### config.mk
export PLATFORM = sky130hd
export DESIGN_NAME = cell_drawer_flat
export DESIGN_NICKNAME = d
export VERILOG_FILES = /design/src/rtl/cell_drawer_pkg.sv /design/src/rtl/cell_drawer_if.sv /design/src/rtl/cell_raster_counter.sv /design/src/rtl/cell_drawer.sv /design/src/flat_wrapper.sv
export SDC_FILE = /design/constraint.sdc
export NUM_CORES = 1
export LEC_CHECK = 0
export BUFFER_PORTS_ARGS = -buffer_cell sky130_fd_sc_hd__buf_2
export CORE_MARGIN = 5
export CORE_UTILIZATION = 42
export DETAILED_ROUTE_END_ITERATION = 16
export GPL_TIMING_DRIVEN = 1
export SYNTH_ARGS = -nofsm -noshare
export SYNTH_HDL_FRONTEND = slang
export SYNTH_SLANG_ARGS = --single-unit
### constraint.sdc
create_clock -name clk -period 6.55 [get_ports clk]
set_input_delay 0.3275 -clock clk [delete_from_list [all_inputs] [get_ports clk]]
set_output_delay 0.3275 -clock clk [all_outputs]
set_load 0.01 [all_outputs]
### src/rtl/cell_drawer_pkg.sv
// Shared board geometry, colour codes and cell-write command layout for the cell drawer.
package cell_drawer_pkg;

  localparam int unsigned CELL_SIZE  = 16;
  localparam int unsigned BOARD_COLS = 7;
  localparam int unsigned BOARD_ROWS = 6;

  localparam int unsigned X_W        = 8;
  localparam int unsigned Y_W        = 7;
  localparam int unsigned COLOUR_W   = 3;
  localparam int unsigned FIELD_W    = 4;
  localparam int unsigned CMD_W      = 11;
  localparam int unsigned COL_LSB    = 0;
  localparam int unsigned ROW_LSB    = 4;
  localparam int unsigned COLOUR_LSB = 8;

  localparam logic [COLOUR_W-1:0] COLOUR_BLACK = 3'b000;
  localparam logic [COLOUR_W-1:0] COLOUR_BLUE  = 3'b001;

  typedef logic [COLOUR_W-1:0] colour_t;

  typedef struct packed {
    colour_t             colour;
    logic [FIELD_W-1:0]  row;
    logic [FIELD_W-1:0]  col;
  } cell_cmd_t;

  typedef enum logic [1:0] {
    ST_IDLE,
    ST_DRAW,
    ST_DONE
  } state_t;

  function automatic cell_cmd_t decode_cmd(input logic [CMD_W-1:0] raw);
    cell_cmd_t c;
    c.colour = raw[COLOUR_LSB +: COLOUR_W];
    c.row    = raw[ROW_LSB +: FIELD_W];
    c.col    = raw[COL_LSB +: FIELD_W];
    return c;
  endfunction

  function automatic logic cmd_in_range(input cell_cmd_t c);
    return (32'(c.col) < BOARD_COLS) && (32'(c.row) < BOARD_ROWS);
  endfunction

endpackage

### src/rtl/cell_drawer_if.sv
// Command handshake and VGA pixel-write bus between a controller and the cell drawer.
interface cell_drawer_if;
  import cell_drawer_pkg::*;

  logic              cmd_valid;
  logic [CMD_W-1:0]  cmd;
  logic              cmd_ready;
  logic [X_W-1:0]    x;
  logic [Y_W-1:0]    y;
  colour_t           colour;
  logic              plot;
  logic              draw_done;
  logic              busy;
  logic              err;

  modport master (
    output cmd_valid, cmd,
    input  cmd_ready, x, y, colour, plot, draw_done, busy, err
  );

  modport slave (
    input  cmd_valid, cmd,
    output cmd_ready, x, y, colour, plot, draw_done, busy, err
  );

endinterface

### src/rtl/cell_raster_counter.sv
// Raster offset generator: presents the offsets of the next pixel to emit and flags the final pixel.
module cell_raster_counter #(
  parameter int unsigned CELL_SIZE = 16,
  parameter int unsigned OFF_W     = $clog2(CELL_SIZE)
) (
  input  logic             clk,
  input  logic             reset,
  input  logic             advance,
  output logic [OFF_W-1:0] xo_c,
  output logic [OFF_W-1:0] yo_c,
  output logic             last_c
);

  localparam logic [OFF_W-1:0] OFF_MAX = OFF_W'(CELL_SIZE - 1);

  logic [OFF_W-1:0] xo;
  logic [OFF_W-1:0] yo;

  // x offset runs fastest; both wrap to zero without carrying further
  always_comb begin
    xo_c   = xo;
    yo_c   = yo;
    last_c = (xo == OFF_MAX) && (yo == OFF_MAX);
    if (advance) begin
      if (xo == OFF_MAX) begin
        xo_c = '0;
        yo_c = (yo == OFF_MAX) ? '0 : yo + OFF_W'(1);
      end else begin
        xo_c = xo + OFF_W'(1);
      end
    end
  end

  always_ff @(posedge clk or posedge reset) begin
    if (reset) begin
      xo <= '0;
      yo <= '0;
    end else begin
      xo <= xo_c;
      yo <= yo_c;
    end
  end

endmodule

### src/rtl/cell_drawer.sv
// Draws one framed board cell per accepted command as a raster of registered VGA pixel writes.
module cell_drawer #(
  parameter int unsigned CELL_SIZE     = cell_drawer_pkg::CELL_SIZE,
  parameter int unsigned X0            = 24,
  parameter int unsigned Y0            = 12,
  parameter logic [2:0]  BORDER_COLOUR = cell_drawer_pkg::COLOUR_BLUE
) (
  input  logic          clk,
  input  logic          reset,
  cell_drawer_if.slave  bus
);
  import cell_drawer_pkg::*;

  localparam int unsigned OFF_W = $clog2(CELL_SIZE);

  state_t           state, state_n;
  cell_cmd_t        pending, pending_n;
  cell_cmd_t        active, active_n;
  cell_cmd_t        cmd_in, src_c;
  logic             pending_valid, pending_valid_n;
  logic             accept_c, start_c, advance_c, last_c, interior_c;
  logic [OFF_W-1:0] xo_c, yo_c;
  logic [X_W-1:0]   x_n;
  logic [Y_W-1:0]   y_n;
  colour_t          colour_n;
  logic             plot_n, done_n, err_n, busy_n;

  assign cmd_in   = decode_cmd(bus.cmd);
  assign accept_c = bus.cmd_valid & ~pending_valid;

  cell_raster_counter #(
    .CELL_SIZE (CELL_SIZE),
    .OFF_W     (OFF_W)
  ) u_raster (
    .clk     (clk),
    .reset   (reset),
    .advance (advance_c),
    .xo_c    (xo_c),
    .yo_c    (yo_c),
    .last_c  (last_c)
  );

  always_ff @(posedge clk or posedge reset) begin
    if (reset) begin
      state         <= ST_IDLE;
      pending_valid <= 1'b0;
      pending       <= '0;
      active        <= '0;
    end else begin
      state         <= state_n;
      pending_valid <= pending_valid_n;
      pending       <= pending_n;
      active        <= active_n;
    end
  end

  // Outputs are computed one cycle ahead so the registered pixel lines up with plot
  always_comb begin
    state_n         = state;
    pending_valid_n = pending_valid;
    pending_n       = pending;
    active_n        = active;
    start_c         = 1'b0;
    advance_c       = 1'b0;
    plot_n          = 1'b0;
    done_n          = 1'b0;
    err_n           = accept_c & ~cmd_in_range(cmd_in);

    case (state)
      ST_IDLE, ST_DONE: begin
        if (pending_valid) begin
          state_n         = ST_DRAW;
          active_n        = pending;
          pending_valid_n = 1'b0;
          start_c         = 1'b1;
          plot_n          = 1'b1;
        end else begin
          state_n = ST_IDLE;
        end
      end
      ST_DRAW: begin
        advance_c = 1'b1;
        if (last_c) begin
          state_n = ST_DONE;
          done_n  = 1'b1;
        end else begin
          plot_n = 1'b1;
        end
      end
      default: state_n = ST_IDLE;
    endcase

    // Out-of-range commands are consumed without ever reaching the pending slot
    if (accept_c && cmd_in_range(cmd_in)) begin
      pending_valid_n = 1'b1;
      pending_n       = cmd_in;
    end

    src_c      = start_c ? pending : active;
    x_n        = X_W'(X0 + 32'(src_c.col) * CELL_SIZE + 32'(xo_c));
    y_n        = Y_W'(Y0 + 32'(src_c.row) * CELL_SIZE + 32'(yo_c));
    interior_c = (32'(xo_c) >= 32'd2) && (32'(xo_c) <= CELL_SIZE - 32'd3) &&
                 (32'(yo_c) >= 32'd2) && (32'(yo_c) <= CELL_SIZE - 32'd3);
    colour_n   = interior_c ? src_c.colour : BORDER_COLOUR;
    busy_n     = (state_n != ST_IDLE) | pending_valid_n;
  end

  always_ff @(posedge clk or posedge reset) begin
    if (reset) begin
      bus.x         <= '0;
      bus.y         <= '0;
      bus.colour    <= COLOUR_BLACK;
      bus.plot      <= 1'b0;
      bus.draw_done <= 1'b0;
      bus.err       <= 1'b0;
      bus.busy      <= 1'b0;
      bus.cmd_ready <= 1'b1;
    end else begin
      bus.plot      <= plot_n;
      bus.draw_done <= done_n;
      bus.err       <= err_n;
      bus.busy      <= busy_n;
      bus.cmd_ready <= ~pending_valid_n;
      if (plot_n) begin
        bus.x      <= x_n;
        bus.y      <= y_n;
        bus.colour <= colour_n;
      end
    end
  end

endmodule

### src/flat_wrapper.sv
// flat-port wrapper written by rule: the top's interface ports become plain ports
module cell_drawer_flat import cell_drawer_pkg::*;
#(
  parameter int unsigned CELL_SIZE     = cell_drawer_pkg::CELL_SIZE,
  parameter int unsigned X0            = 24,
  parameter int unsigned Y0            = 12,
  parameter logic [2:0]  BORDER_COLOUR = cell_drawer_pkg::COLOUR_BLUE
)
  (clk, reset, bus_cmd_valid, bus_cmd, bus_cmd_ready, bus_x, bus_y, bus_colour, bus_plot, bus_draw_done, bus_busy, bus_err);
  cell_drawer_if bus_i ();
  input  logic clk;
  input  logic reset;
  input wire logic [$bits(bus_i.cmd_valid)-1:0] bus_cmd_valid;
  input wire logic [$bits(bus_i.cmd)-1:0] bus_cmd;
  output wire logic [$bits(bus_i.cmd_ready)-1:0] bus_cmd_ready;
  output wire logic [$bits(bus_i.x)-1:0] bus_x;
  output wire logic [$bits(bus_i.y)-1:0] bus_y;
  output wire logic [$bits(bus_i.colour)-1:0] bus_colour;
  output wire logic [$bits(bus_i.plot)-1:0] bus_plot;
  output wire logic [$bits(bus_i.draw_done)-1:0] bus_draw_done;
  output wire logic [$bits(bus_i.busy)-1:0] bus_busy;
  output wire logic [$bits(bus_i.err)-1:0] bus_err;
  assign bus_i.cmd_valid = bus_cmd_valid;
  assign bus_i.cmd = bus_cmd;
  assign bus_cmd_ready = bus_i.cmd_ready;
  assign bus_x = bus_i.x;
  assign bus_y = bus_i.y;
  assign bus_colour = bus_i.colour;
  assign bus_plot = bus_i.plot;
  assign bus_draw_done = bus_i.draw_done;
  assign bus_busy = bus_i.busy;
  assign bus_err = bus_i.err;
  cell_drawer #(.CELL_SIZE(CELL_SIZE), .X0(X0), .Y0(Y0), .BORDER_COLOUR(BORDER_COLOUR)) u_core (.clk(clk), .reset(reset), .bus(bus_i));
endmodule
# After elaboration in Yosys (flattened, before gate mapping)
# Index checks and enable logic that the tools add are counted.
# totals
regBits	56
inputBits	14
out_inout_bits	23
word_cells	69
# op_classes
add_sub_neg	6
n_lt_le_gt_ge	6
eq_ne	4
n_mux	19
bitwise_logic	6
reduce_logical	10
# op_table
op	count
$mux 4	5
$mux 11	1
$mux 1	9
$add 4x1->4 const B	2
$add 5x8->8 const A	1
$add 8x4->8	1
$eq 4x4->1 const B	2
$ge 4x2->1 const B	2
$le 4x4->1 const B	2
$lt 4x3->1 const B	2
$add 4x7->7 const A	1
$add 7x4->7	1
$logic_and 1x1->1	6
$pmux 2 s2	1
$mux 3	1
$not 1->1	3
$and 1x1->1	2
$eq 2x1->1 const B	1
$eq 2x2->1 const B	1
$logic_not 2->1	1
$mux 2	1
$pmux 1 s2	1
$reduce_and 2->1	1
$reduce_bool 2->1	1
2 further kinds	2

# Logic depth before layout (Yosys ltp)
# logic_depth
word_depth	8
depth_mapped	10
depth_no_buf	10

# Modules after synthesis
# From an unflattened synthesis, not the netlist that was laid out.
# hier_totals
cells_unflattened	199
hier_area_um2	2331.0
# modules_own_cells
module	instances	cells_per_inst	area_per_inst_um2	seq_area_each_um2
cell_drawer	1	158	1936.9	1152.4
cell_raster_counter	1	41	394.1	200.2

# Worst setup path after synthesis
# Ideal clock, no wire load.
# synth_timing
path_kind	register -> register
startpoint	reg u_core.u_raster.xo[1]
endpoint	reg u_core.bus.colour[0]
setup_time_ns	0.126
t_arrival_ns	2.110
required_ns	6.424
path_slack_ns	4.314
stages_incl_launch_ff	11
n_path_buf	0
period_less_slack_ns	2.236
cell_sequence	dfrtp_1 ha_1 nand3_1 nor2_1 nand3_1 a32oi_1 inv_1 ha_1 a21oi_1 o22ai_1 o32a_1
# synth_between
word_cells_on_any_way	17
cone_classes	1 x add/sub; 4 x order compare; 1 x eq/ne; 7 x mux; 4 x reduce/logical
# synth_rtl
element	line_no	text
start, declared	cell_raster_counter.sv:16	logic [OFF_W-1:0] xo;
start signal, assigned	cell_raster_counter.sv:39	xo <= xo_c;
$eq 4x4->1 *	cell_raster_counter.sv:25	if (xo == OFF_MAX) begin
$mux 4 *	cell_raster_counter.sv:25	
$mux 4 *	cell_raster_counter.sv:24	if (advance) begin
named net u_core.u_raster.yo_c[3]	cell_raster_counter.sv:10	output logic [OFF_W-1:0] yo_c,
$ge 4x2->1	cell_drawer.sv:103	(32'(yo_c) >= 32'd2) && (32'(yo_c) <= CELL_SIZE - 32'd3);
$logic_and 1x1->1	cell_drawer.sv:102	interior_c = (32'(xo_c) >= 32'd2) && (32'(xo_c) <= CELL_SIZE - 32'd3) &&
$logic_and 1x1->1 *	cell_drawer.sv:103	
$mux 3 *	cell_drawer.sv:104	colour_n = interior_c ? src_c.colour : BORDER_COLOUR;
end signal, assigned	cell_drawer.sv:127	bus.colour <= colour_n;
end, declared	cell_drawer_if.sv:23	output cmd_ready, x, y, colour, plot, draw_done, busy, err
# Mark *: on every way through the listed nets, which the timed path passes. The rest lies on a longest branch.
# A chain may end at the register's enable or synchronous reset.

# Final worst setup path
# layout_timing
startpoint	reg u_core.u_raster.xo[1]
endpoint	reg u_core.bus.colour[0]
# layout_between
elab_chain_cells	8
word_cells_on_any_way	17
cone_classes	1 x add/sub; 4 x order compare; 1 x eq/ne; 7 x mux; 4 x reduce/logical
# layout_lines
element	line_no
$add 4x1->4 / $eq 4x4->1 (equally long branches)	cell_raster_counter.sv:29, cell_raster_counter.sv:23, cell_raster_counter.sv:25
$mux 4	cell_raster_counter.sv:25
$mux 4	cell_raster_counter.sv:24
$ge 4x2->1 / $le 4x4->1 (equally long branches)	cell_drawer.sv:102
$logic_and 1x1->1 (2 in a row)	cell_drawer.sv:102
$logic_and 1x1->1	cell_drawer.sv:103
$mux 3	cell_drawer.sv:104
# Parallel ways exist; a longest one is shown, timed or not.

==> reports/results.ini <==
[run_status]
status = complete, no violations

[synthesis]
synth_seq_area_share_pct = 56.7
synth_warnings = 0
syn_area_mm2 = 0.00239
async_reset_ff_share_pct = 100
synth_cell_types = 38
syn_area_per_cell_um2 = 10.8
syn_nets = 240
ys_seq_elements = 54
synth-edff-count = 0
yosysTopAreaCell = dfrtp_1
synth_top_area_share_pct = 55.6
ys_top_cells_by_area = dfrtp_1, mux2_2, nand2_1, ha_1, nor2_1
synth_ff_type = dfrtp_1
syn_inst = 220

[clock_network]
cts_root_buf = clkbuf_8
clockBufferDepth = 2
cts.sinks = 54
clock_latency_ns = 0.30
h-tree-depth = 2
hold_buffers = 0
clk_pin_slew_ns = 0.10
cts_resized = 0
cts_tree = done
cts_setup_buffers = 0
numCtsBuffers = 5

[layout]
register_area_mm2 = 0.00135
finalInstanceArea_mm2 = 0.00270
fin_util_pct = 49.0
layout_common_cells = dfrtp_1, buf_2, nand2_1
area_growth_syn_to_layout_pct = 13.2
nNetsFinal = 276
insertedDiodeCount = 0
drive_above_1_share_pct = 22.6
fillers = 543
multi_input_area_um2 = 930
mostFrequentLayoutCell = dfrtp_1

[run]
drv_cap = 0

[sta]
hold_slack_ns = 0.192
finalSetupTns_ns = 0
fmax_mhz = 374
min_period_ns = 2.68
worst_pin_slew_ns = 0.820
fin_skew_ns = 0.00742
slew-limit-headroom_pct = 45.2
maxSlewViolCount = 0
setup_violations = 0
hold_violations = 0
fin_crit_sh_pct = 40.8
rsz0062_at_grt = false

[global_route]
grt_pass1_vias = 1642
grt_pass1_wl_mm = 7.82
grt_antenna_before_repair = 0
grt_max_degree = 55
grt.overflow.total = 0
grt_use_total_pct = 13.4

[route]
wl_per_cell_um = 14.0
avgViaCountPerCell = 5.03
routed_wl_mm = 4.61
ant_nets = 0
drc = 0
vias = 1656
drt_iter0_markers = 75
detail_route.first_pass.iterations = 4

[critical_path]
crit_family = simple AND/OR/NAND/NOR gates
path_buf_inv = 0
critical-path-max-stage-delay_ns = 0.42
crit_chain = ha_1, nand3_1, nor2_1, nand3_1, a32oi_1, ha_1, nand4_1, nand4_1, nand3_1, o32a_1
r2r-start = u_core.u_raster.xo[1]
cp_num_cells = 10
slowest_stage = dfrtp_1
critPathLaunch = u_core.u_raster.xo[1]
crit_fanout = 8
end_kind = flop
critPathRequiredTime_ns = 6.74
worstSetupStartpointType = flop
worstRegToRegCells = 10
arrival_ns = 2.87
cpMostUsedCell = nand3_1
critical_path_class = flop to flop

[floorplanning]
start_util_pct = 43.3
pin_count = 37
die_x_um = 85.4
die-height_um = 85.4
core_mm2 = 0.00551
rows = 27
die-area_mm2 = 0.00729

[power]
switchingPower_mw = 0.143
power_frac_comb_pct = 8.1
intPower_mw = 0.470
p_leak_nw = 1.30
netSwitchingFraction_pct = 23.3
vdd_drop_max_v = 0.000131
p_seq_share_pct = 62.2
power_density_mw_per_mm2 = 227
finalPower_mw = 0.614
p_clk_share_pct = 29.7

[placed_design]
place.gp.congestion = 0.834
port_buffers = 36
placed_area_mm2 = 0.00262
hpwl_mm = 3.31

[worst_hold_path]
hp-class = input pin to asynchronous set/reset pin

sequential cells by signal (all words and copies together), names as in the netlist, 2 cells and up:
signal	count
u_core.pending	10
u_core.bus.y	7
u_core.state	2
u_core.u_raster.xo	4
u_core.u_raster.yo	4
u_core.bus.x	8
u_core.bus.colour	3
u_core.active	10
power by group through the flow:
stage	Clock [mW]	Combinational [mW]	Sequential, mW
6_report	0.182	0.0494	0.382
5_1_grt	0.204	0.0562	0.387
4_1_cts	0.190	0.0510	0.383
3_5_place_dp	0	0.0509	0.389
3_3_place_gp	0	0.0495	0.389
2_1_floorplan	0	0.0356	0.385
per-layer routing:
metal / GRT usage [%] / wire [um] / up-vias
li1: - / - / 823
met1: 18.0 / 2200 / 799
met2: 21.3 / 2170 / 27
met3: 3.11 / 186 / 7
met4: 4.32 / 55 / 0
met5: 0 / 0 / -
synthesized netlist by cell type (4+ instances only):
library cell,instances
mux2i_1,7
nand2_1,28
inv_1,15
buf_2,5
mux2_2,11
a21oi_1,6
ha_1,6
nand3_1,11
o21ai_0,10
dfrtp_1,53
nor3_1,4
xnor2_1,8
nor2_1,19
layout make-up:
type | instances | area share (%)
clock buffer | 7 | 2.83
clock inverter | 1 | 0.278
inverter | 15 | 2.09
multi-input combinational | 143 | 34.4
sequential | 54 | 50.1
tap | 72 | 3.34
timing repair buffer | 37 | 6.95
path summary, 6_finish.rpt:
check	to	slack [ns]
max	u_core.bus.colour[0]	3.87
min	u_core.pending[1]	0.19
max reg2reg	u_core.bus.colour[0]	3.87
min reg2reg	u_core.bus.x[3]	0.49
max in group asynchronous	u_core.bus.y[1]	5.92
min in group clk	u_core.pending[9]	0.25
per-stage QoR:
stage | worst slack [ns] | std cells
3_3_place_gp | 3.97 | 321
4_1_cts | 3.87 | 329
6_report | 3.87 | 329
2_1_floorplan | 4.31 | 220
5_1_grt | 3.57 | 329
3_5_place_dp | 3.88 | 321
logic make-up (layout without fill, tap and decap cells):
group | after synthesis | after routing | synth area share, %
AOI/OAI and AO/OA | 32 | 32 | 8.65
DFF | 54 | 54 | 56.7
muxes | 20 | 20 | 9.23
xor gates and xnor gates | 8 | 8 | 2.94
adders and majority gates | 6 | 6 | 3.15
and+or+nand+nor | 77 | 77 | 15.0
buffers and inverters | 23 | 60 | 4.35
worst min-delay path: cells and delay by family:
kind	cells	cell delay, ns
buffers and inverters	3	0.65
Note: power is estimated with default switching activity, not from simulation.
